<file path="config.mk">
export PLATFORM = sky130hd
export DESIGN_NAME = mem_port_arbiter_flat
export DESIGN_NICKNAME = d
export VERILOG_FILES = /design/src/rtl/mem_port_arbiter_if.sv /design/src/rtl/mem_port_arbiter.sv /design/src/flat_wrapper.sv
export SDC_FILE = /design/constraint.sdc
export NUM_CORES = 1
export LEC_CHECK = 0
export ABC_AREA = 1
export CAP_MARGIN = 20
export CORE_AREA = 2 2 124 126
export CTS_CLUSTER_SIZE = 20
export DETAILED_ROUTE_END_ITERATION = 7
export DIE_AREA = 0 0 126 128
export GPL_ROUTABILITY_DRIVEN = 0
export PLACE_DENSITY = 0.62
export SLEW_MARGIN = 10
export SYNTH_ARGS = -nofsm -noshare
export SYNTH_HDL_FRONTEND = slang
export SYNTH_SLANG_ARGS = --single-unit
</file>
<file path="constraint.sdc">
create_clock -name clk -period 1.8 [get_ports clk]
set_input_delay 0.36 -clock clk [delete_from_list [all_inputs] [get_ports clk]]
set_output_delay 0.36 -clock clk [all_outputs]
set_load 0.01 [all_outputs]
</file>
<file path="src/rtl/mem_port_arbiter_if.sv">
// One memory port: request/write payload toward the slave, grant and
// read response back toward the master.
interface mem_port_arbiter_if #(
  parameter int DATA_WIDTH = 32
);
  logic                  req;
  logic [DATA_WIDTH-1:0] addr;
  logic                  we;
  logic [DATA_WIDTH-1:0] wdata;
  logic [3:0]            wstrb;
  logic                  gnt;
  logic                  rvalid;
  logic [DATA_WIDTH-1:0] rdata;

  // Requester side of the port
  modport master (
    output req, addr, we, wdata, wstrb,
    input  gnt, rvalid, rdata
  );

  // Responder side of the port
  modport slave (
    input  req, addr, we, wdata, wstrb,
    output gnt, rvalid, rdata
  );
endinterface

</file>
<file path="src/rtl/mem_port_arbiter.sv">
// Two-master / one-slave memory port arbiter. Round-robin selection, the
// selection is held while the slave stalls, and an in-order tag queue
// routes each response back to the master that issued the transaction.
module mem_port_arbiter #(
  parameter int DATA_WIDTH  = 32,
  parameter int OUTSTANDING = 2,
  parameter int PTR_LENGTH  = 2
) (
  input  logic clk,
  input  logic rst,
  mem_port_arbiter_if.slave  m0,
  mem_port_arbiter_if.slave  m1,
  mem_port_arbiter_if.master s,
  output logic err_orphan
);
  typedef enum logic {IDLE, HOLD} state_t;

  localparam int IW = PTR_LENGTH - 1;

  state_t                  state_q, state_d;
  logic                    last_gnt_q, last_gnt_d;
  logic                    hold_sel_q, hold_sel_d;
  logic [OUTSTANDING-1:0]  tag_q, tag_d;
  logic [PTR_LENGTH-1:0]   wptr_q, wptr_d, rptr_q, rptr_d;
  logic                    err_q, err_d;

  logic                    full, empty;
  logic                    sel, s_req, accept, pop, rtag;
  logic [DATA_WIDTH-1:0]   rdata_fwd;

  // Queue status from the wrap-bit pointer pair
  always_comb begin
    full  = (wptr_q[IW-1:0] == rptr_q[IW-1:0]) && (wptr_q[IW] != rptr_q[IW]);
    empty = (wptr_q == rptr_q);
  end

  // Master selection: round-robin in IDLE, frozen in HOLD, m0 during reset
  always_comb begin
    sel   = 1'b0;
    s_req = 1'b0;
    if (!rst) begin
      if (state_q == HOLD) begin
        sel   = hold_sel_q;
        s_req = ~full;
      end else begin
        // Tie goes to whoever was not granted last; otherwise the lone requester
        if (m0.req && m1.req) sel = ~last_gnt_q;
        else                  sel = m1.req;
        s_req = (sel ? m1.req : m0.req) & ~full;
      end
    end
  end

  assign accept = s_req & s.gnt;
  assign rtag   = tag_q[rptr_q[IW-1:0]];
  // Response pops only with an owner on record; reset suppresses routing
  assign pop    = s.rvalid & ~empty & ~rst;

  assign s.req   = s_req;
  assign s.addr  = sel ? m1.addr  : m0.addr;
  assign s.we    = sel ? m1.we    : m0.we;
  assign s.wdata = sel ? m1.wdata : m0.wdata;
  assign s.wstrb = sel ? m1.wstrb : m0.wstrb;

  assign rdata_fwd = s.rdata;
  assign m0.rdata  = rdata_fwd;
  assign m1.rdata  = rdata_fwd;
  assign m0.gnt    = accept & ~sel;
  assign m1.gnt    = accept &  sel;
  assign m0.rvalid = pop & ~rtag;
  assign m1.rvalid = pop &  rtag;

  assign err_orphan = err_q;

  // Next-state: FSM, round-robin history, tag queue push/pop, orphan flag
  always_comb begin
    state_d    = state_q;
    last_gnt_d = last_gnt_q;
    hold_sel_d = hold_sel_q;
    tag_d      = tag_q;
    wptr_d     = wptr_q;
    rptr_d     = rptr_q;
    err_d      = err_q;

    if (accept) begin
      tag_d[wptr_q[IW-1:0]] = sel;
      wptr_d                = wptr_q + PTR_LENGTH'(1);
      last_gnt_d            = sel;
    end
    if (pop)                 rptr_d = rptr_q + PTR_LENGTH'(1);
    if (s.rvalid && empty)   err_d  = 1'b1;

    case (state_q)
      IDLE: if (s_req && !s.gnt) begin
        state_d    = HOLD;
        hold_sel_d = sel;
      end
      HOLD: if (accept) state_d = IDLE;
      default: state_d = IDLE;
    endcase
  end

  // State registers with synchronous reset
  always_ff @(posedge clk) begin
    if (rst) begin
      state_q    <= IDLE;
      last_gnt_q <= 1'b1;
      hold_sel_q <= 1'b0;
      tag_q      <= '0;
      wptr_q     <= '0;
      rptr_q     <= '0;
      err_q      <= 1'b0;
    end else begin
      state_q    <= state_d;
      last_gnt_q <= last_gnt_d;
      hold_sel_q <= hold_sel_d;
      tag_q      <= tag_d;
      wptr_q     <= wptr_d;
      rptr_q     <= rptr_d;
      err_q      <= err_d;
    end
  end
endmodule

</file>
<file path="src/flat_wrapper.sv">
// flat-port wrapper written by rule: the top's interface ports become plain ports
module mem_port_arbiter_flat 
#(
  parameter int DATA_WIDTH  = 32,
  parameter int OUTSTANDING = 2,
  parameter int PTR_LENGTH  = 2
)
  (clk, rst, err_orphan, m0_req, m0_addr, m0_we, m0_wdata, m0_wstrb, m0_gnt, m0_rvalid, m0_rdata, m1_req, m1_addr, m1_we, m1_wdata, m1_wstrb, m1_gnt, m1_rvalid, m1_rdata, s_req, s_addr, s_we, s_wdata, s_wstrb, s_gnt, s_rvalid, s_rdata);
  mem_port_arbiter_if #(.DATA_WIDTH(DATA_WIDTH)) m0_i ();
  mem_port_arbiter_if #(.DATA_WIDTH(DATA_WIDTH)) m1_i ();
  mem_port_arbiter_if #(.DATA_WIDTH(DATA_WIDTH)) s_i ();
  input  logic clk;
  input  logic rst;
  output logic err_orphan;
  input wire logic [$bits(m0_i.req)-1:0] m0_req;
  input wire logic [$bits(m0_i.addr)-1:0] m0_addr;
  input wire logic [$bits(m0_i.we)-1:0] m0_we;
  input wire logic [$bits(m0_i.wdata)-1:0] m0_wdata;
  input wire logic [$bits(m0_i.wstrb)-1:0] m0_wstrb;
  output wire logic [$bits(m0_i.gnt)-1:0] m0_gnt;
  output wire logic [$bits(m0_i.rvalid)-1:0] m0_rvalid;
  output wire logic [$bits(m0_i.rdata)-1:0] m0_rdata;
  input wire logic [$bits(m1_i.req)-1:0] m1_req;
  input wire logic [$bits(m1_i.addr)-1:0] m1_addr;
  input wire logic [$bits(m1_i.we)-1:0] m1_we;
  input wire logic [$bits(m1_i.wdata)-1:0] m1_wdata;
  input wire logic [$bits(m1_i.wstrb)-1:0] m1_wstrb;
  output wire logic [$bits(m1_i.gnt)-1:0] m1_gnt;
  output wire logic [$bits(m1_i.rvalid)-1:0] m1_rvalid;
  output wire logic [$bits(m1_i.rdata)-1:0] m1_rdata;
  output wire logic [$bits(s_i.req)-1:0] s_req;
  output wire logic [$bits(s_i.addr)-1:0] s_addr;
  output wire logic [$bits(s_i.we)-1:0] s_we;
  output wire logic [$bits(s_i.wdata)-1:0] s_wdata;
  output wire logic [$bits(s_i.wstrb)-1:0] s_wstrb;
  input wire logic [$bits(s_i.gnt)-1:0] s_gnt;
  input wire logic [$bits(s_i.rvalid)-1:0] s_rvalid;
  input wire logic [$bits(s_i.rdata)-1:0] s_rdata;
  assign m0_i.req = m0_req;
  assign m0_i.addr = m0_addr;
  assign m0_i.we = m0_we;
  assign m0_i.wdata = m0_wdata;
  assign m0_i.wstrb = m0_wstrb;
  assign m0_gnt = m0_i.gnt;
  assign m0_rvalid = m0_i.rvalid;
  assign m0_rdata = m0_i.rdata;
  assign m1_i.req = m1_req;
  assign m1_i.addr = m1_addr;
  assign m1_i.we = m1_we;
  assign m1_i.wdata = m1_wdata;
  assign m1_i.wstrb = m1_wstrb;
  assign m1_gnt = m1_i.gnt;
  assign m1_rvalid = m1_i.rvalid;
  assign m1_rdata = m1_i.rdata;
  assign s_req = s_i.req;
  assign s_addr = s_i.addr;
  assign s_we = s_i.we;
  assign s_wdata = s_i.wdata;
  assign s_wstrb = s_i.wstrb;
  assign s_i.gnt = s_gnt;
  assign s_i.rvalid = s_rvalid;
  assign s_i.rdata = s_rdata;
  mem_port_arbiter #(.DATA_WIDTH(DATA_WIDTH), .OUTSTANDING(OUTSTANDING), .PTR_LENGTH(PTR_LENGTH)) u_core (.clk(clk), .rst(rst), .m0(m0_i), .m1(m1_i), .s(s_i), .err_orphan(err_orphan));
endmodule
</file>
==> results.tsv, run 1 <==
metric	value	unit
finalHoldViolCount	0	
rows	45	
synth_xor_area_share	0.9352	%
die_height	128	um
final_util	32.23	%
violations	setup timing	
syn_area	0.001873	mm^2
seq_area_frac_synth	10.69	%
cts_max_level	1	
grt_max_degree	21	
end_kind	output pin	
synth_top_area_share	45.69	%
critical_path.max_fanout	8	
die_area	0.01613	mm^2
drt_iter0_drc	87	
ios	315	
seq_area	202.7	um^2
min_path_type	register to register	
drive_gt1_share	42.02	%
max-slew-margin-rel	84.14	%
ir_worst_vdd	0.2684	mV
crit_chain	inv_4, buf_6, nand2_4, nand2_4, buf_12, clkinv_16, buf_8, buf_12, nand2_2, nand2_2, buf_6	
status	complete, but fails checks	
worstPathRequired	1.44	ns
rsz0062_at_grt	yes	
coreArea	0.01486	mm^2
wl	10570	um
cts_tree	built	
start_util	12.60	%
tightest_slew	0.2354	ns
yosysMostFrequentCell	nand2_1	
via_per_inst	3.785	
grt_pass1_wl	14680	um
timing.fmax	0.5048	GHz
antenna_cells	0	
setup_viol	71	
track_usage	11.72	%
hold_slack	0.4812	ns
clock_latency	0.23	ns
wire_per_inst	14.05	um
fin_ws	-0.1809	ns
synthDistinctLibCells	21	
cpMaxStageDelayCell	dfxtp_2	
synth_compound_area_share	2.739	%
clockBufferDepth	2	
critical_path_class	register to output pin	
dr.pass1.iters	5	
synth-edff-count	0	
p_total	1921	uW
crit_arrival	1.62	ns
drc	0	
synthTopCellsByCount	228 x nand2_1, 64 x buf_4, 10 x dfxtp_1, 9 x buf_2, 9 x inv_1	
gr-total-overflow	0	
cp-start-kind	register	
synth.area.mux_share	0	%
maxCapViolCount	0	
synth_top_family_by_area	simple AND/OR/NAND/NOR gates	
cts.clk_slew.worst_paths	0.04	ns
report.final.slew_viol_count	0	
synth_cells	367	
period_share	110.1	%
min_period	1.981	ns
multi_input_area	0.001439	mm^2
synth_flop_cell	dfxtp_1	
cts_buffers	3	
ant_nets	0	
postSynthAreaPerCell	5.104	um^2
pre_cts_ws	-0.7327	ns
area.growth.synth_to_final	155.8	%
setup_tns	-8.469	ns
die_w	126	um
synthSimpleGateAreaFrac	53.77	%
nets	742	
path_buf_inv	7	
p_leak	0.002396	uW
skew	0.001583	ns
cp_top_family	buffers and inverters	
root_buffer	clkbuf_16	
power_density	401.1	mW/mm^2
syn_nets	543	
async_flop_share	0	%
antenna_found_initial	0	
vias	2846	
ys_ff_latch	10	
yosysTopAreaCell	nand2_1	
synth_area_leaders	nand2_1 46%, buf_4 26%, dfxtp_1 11%, buf_2 2.4%, inv_1 1.8%	
grt_pass1_vias	2681	
clock-sinks	10	
yosysWarningCount	0	
n_fill_cell	1589	
io_buffers	218	
slowest_delay	0.33	ns
dpl.hpwl	6568	um
synth_fa_ha_area_share	0	%
==> kinds of logic (layout without fill, tap and decap cells) <==
family | Yosys count | after routing
xor gates and xnor gates | 2 | 2
AOI/OAI and AO/OA | 10 | 10
buffers and inverters | 92 | 289
DFF | 10 | 10
and+or+nand+nor | 253 | 253
==> per-stage QoR <==
step / area, um^2 / cells
after floorplan: 1873 / 367
after global placement: 3975 / 720
after detailed placement: 3975 / 720
after CTS: 4522 / 753
after global routing: 4791 / 752
final: 4791 / 752
==> report_power, final <==
| group | internal [uW] | total (uW) | switching [uW] |
|---|---|---|---|
| clock network | 288 | 386 | 98.2 |
| registers | 236 | 244 | 8.52 |
| logic | 757 | 1290 | 535 |
==> registers in the layout, summed over array words and instances, names as in the netlist, named ones only <==
name and cells:
u_core.err_orphan 1, u_core.hold_sel_q 1, u_core.last_gnt_q 1, u_core.rptr_q 2, u_core.tag_q 2, u_core.wptr_q 2
==> layer usage <==
| metal | share of wire (%) | GRT usage [%] |
|---|---|---|
| met1 | 36 | 12.96 |
| met2 | 53 | 22.39 |
| met4 | 2.2 | 3.038 |
| met5 | 0 | 0 |
| met3 | 8.4 | 2.755 |
==> worst min-delay path, stage by stage, from the launching register on <==
cell and delay, ns:
dfxtp_1 0.34, nand2_1 0.06, o21ai_0 0.05
==> cell type report <==
class / count / area share (%)
Timing Repair Buffer: 273 / 57.64
Clock buffer: 3 / 1.567
Tap cell: 188 / 4.910
Multi-Input combinational cell: 265 / 30.03
Sequential cell: 10 / 4.231
Inverter: 13 / 1.619
==> final timing paths <==
check	start	endpoint	slack, ns	cells after the start
worst max-delay path	register	s_wdata[23]	-0.18	11
worst min-delay path	u_core.err_orphan	u_core.err_orphan	0.48	2
worst max register to register	register	u_core.tag_q[0]	0.23	12
worst min register to register	u_core.err_orphan	u_core.err_orphan	0.48	2
==> cell usage in the layout (no fill, tap or decap) <==
cell             count
nand2_1            141
clkdlybuf4s50_1    141
nand2_2             67
buf_2               51
buf_6               29
nand2_4             25
buf_4               23
buf_16              10
buf_12               9
inv_1                8
dfxtp_1              8
nor2_1               6
nand3_1              5
a21oi_1              5
clkbuf_16            4
nor2_4               3
inv_2                3
o21ai_0              3
nand4_1              3
buf_8                3
nand3_2              2
xor2_1               2
dfxtp_2              2
dlygate4sd2_1        2
clkbuf_2             2
inv_4                1
clkinv_16            1
nor2_8               1
o21ai_1              1
a31oi_1              1
bufbuf_16            1
clkdlybuf4s15_1      1
==> what timing repair did <==
item / 4_1_cts / 5_1_grt
hold buffers: 0 / 0
setup endpoints to repair: 74 / 74
gates resized for setup: 391 / 88
gates cloned: 14 / 1
pin swaps: 36 / 19
buffers inserted: 18 / 4
(Power assumes the default switching activity.)
==> inputs of run 2 (changes only) <==
- SKIP_CTS_REPAIR_TIMING: not set -> 1
==> results.tsv, run 2 (synthesized netlist as in run 1, its figures left out) <==
metric	value	unit
cts.clk_slew.worst_paths	0.04	ns
crit_chain	inv_4, nor2_4, nor2_4, nand2_8, buf_6, buf_8, buf_6, clkbuf_16, nand2_2, nand2_2, buf_6	
cts_buffers	3	
ff2ff_path_depth	13	
final_cell_mix	192 x nand2_1, 141 x clkdlybuf4s50_1, 31 x clkbuf_2	
wl	9939	um
fin_ws	-0.2487	ns
clockBufferDepth	2	
grt_use_met3	2.796	%
dpl.hpwl	6568	um
skew	0.001587	ns
grt_pass1_vias	2366	
tightest_slew	0.2375	ns
cp_top_family	buffers and inverters	
grt_max_degree	41	
ios	315	
critical_path_class	register to output pin	
worstSetupPathDepth	11	
root_buffer	clkbuf_16	
power_density	399.2	mW/mm^2
antenna_found_initial	0	
worstPathRequired	1.44	ns
min_path_type	register to register	
ant_nets	0	
drt_iter0_drc	90	
cts_max_level	1	
wire_per_inst	13.43	um
nets	730	
hold_slack	0.4796	ns
crit_path_frequent_cell	buf_6	
io_buffers	218	
final_common_cell	nand2_1	
violations	setup timing	
vias	2754	
cts_tree	built	
end_kind	output pin	
area.growth.synth_to_final	137.4	%
path_buf_inv	6	
die_height	128	um
p_leak	0.002412	uW
via_per_inst	3.722	
report.final.slew_viol_count	0	
track_usage	8.556	%
die_area	0.01613	mm^2
setup_viol	57	
rows	45	
cpMaxStageDelayCell	dfxtp_2	
max-slew-margin-rel	84.00	%
seq_area	202.7	um^2
min_period	2.049	ns
clock-sinks	10	
timing.rr.start	u_core.last_gnt_q	
r2r_end	u_core.tag_q[0]	
cp-start-kind	register	
reg_top3	u_core.rptr_q (2), u_core.tag_q (2), u_core.wptr_q (2)	
rsz0062_at_grt	yes	
timing.fmax	0.4881	GHz
drive_gt1_share	27.90	%
period_share	113.8	%
drc	0	
cp-endpoint	s_wdata[29]	
crit_arrival	1.69	ns
n_fill_cell	1617	
met1_usage	10.39	%
top_usage_layer	met2	
multi_input_area	0.001265	mm^2
gr-total-overflow	0	
grt_pass1_wl	11500	um
maxCapViolCount	0	
clock_latency	0.23	ns
slowest_delay	0.33	ns
die_w	126	um
start_util	12.60	%
dr.pass1.iters	4	
finalHoldViolCount	0	
p_total	1775	uW
antenna_cells	0	
coreArea	0.01486	mm^2
ir_worst_vdd	0.2698	mV
r2r_slack	0.18	ns
status	complete, but fails checks	
grt.met2_usage	14.20	%
critical_path.max_fanout	5	
[run 2: cell count changes in the layout (fill, tap and decap cells not counted), moves of 2 or more]
cell / change
nand2_1: +51
buf_2: -41
nand2_2: -40
clkbuf_2: +29
dlymetal6s2s_1: +23
nand2_4: -12
buf_6: -11
buf_16: -10
clkbuf_16: +7
buf_12: -5
dlygate4sd2_1: -2
[run 2: how the worst min path moves through the flow]
| stage | startpoint | depth (start not counted) | endpoint |
|---|---|---|---|
| after global placement | u_core.hold_sel_q | 2 | u_core.hold_sel_q |
| final | u_core.err_orphan | 2 | u_core.err_orphan |
| after detailed placement | u_core.hold_sel_q | 2 | u_core.hold_sel_q |
| after CTS | u_core.hold_sel_q | 2 | u_core.hold_sel_q |
| after global routing | u_core.err_orphan | 2 | u_core.err_orphan |
| after floorplan | u_core.hold_sel_q | 2 | u_core.hold_sel_q |
[run 2: stage by stage]
| stage | utilization [%] | std cells | area, um^2 | worst slack (ns) | setup TNS, ns |
|---|---|---|---|---|---|
| 2_1_floorplan | - | 367 | 1873 | 0.2789 | 0 |
| 3_3_place_gp | 26.74 | 720 | 3975 | -0.7374 | -50.08 |
| 3_5_place_dp | 26.74 | 720 | 3975 | -0.7327 | -49.93 |
| 4_1_cts | 27.25 | 723 | 4050 | -0.7483 | -50.33 |
| 5_1_grt | 29.92 | 740 | 4447 | -0.3145 | -12.19 |
| 6_report | 29.92 | 740 | 4447 | -0.2487 | -7.573 |
[run 2: report_power, final]
part           internal (uW)  leakage [uW]  total [uW]  switching, uW
logic                    668       0.00229        1140            475
registers                236     0.0000818         244           8.39
clock network            288     0.0000370         388            100
[run 2: layout make-up]
cell class	count	share of cell area [%]
repair buffers	261	58.58
multi-input cells	265	28.45
well taps	188	5.290
flip-flops and latches	10	4.558
clock buffers	3	1.688
inverters	13	1.435
[run 2: worst register-to-register path, stage by stage (launching register included)]
cell	delay (ns)
dfxtp_2	0.32
nand2_1	0.05
nand2_1	0.07
nand2_2	0.10
buf_4	0.14
buf_4	0.13
nor2_4	0.16
nor2_8	0.06
buf_6	0.11
buf_4	0.15
nand3_2	0.07
nand2_1	0.05
nand2_1	0.05
nor2_1	0.04
[run 2: metal layers]
| layer | up-vias | routed length [um] |
|---|---|---|
| li1 | 1406 | - |
| met1 | 1160 | 3820 |
| met2 | 157 | 5024 |
| met3 | 31 | 867 |
| met4 | 0 | 226 |
| met5 | - | 0 |
==> inputs of run 3 (changes only) <==
- CTS_CLUSTER_SIZE: 20 -> 10
- HOLD_SLACK_MARGIN: not set -> 0.03
==> results of run 3 <==
The final DEF is identical to that of run 2; final timing and power are the same.
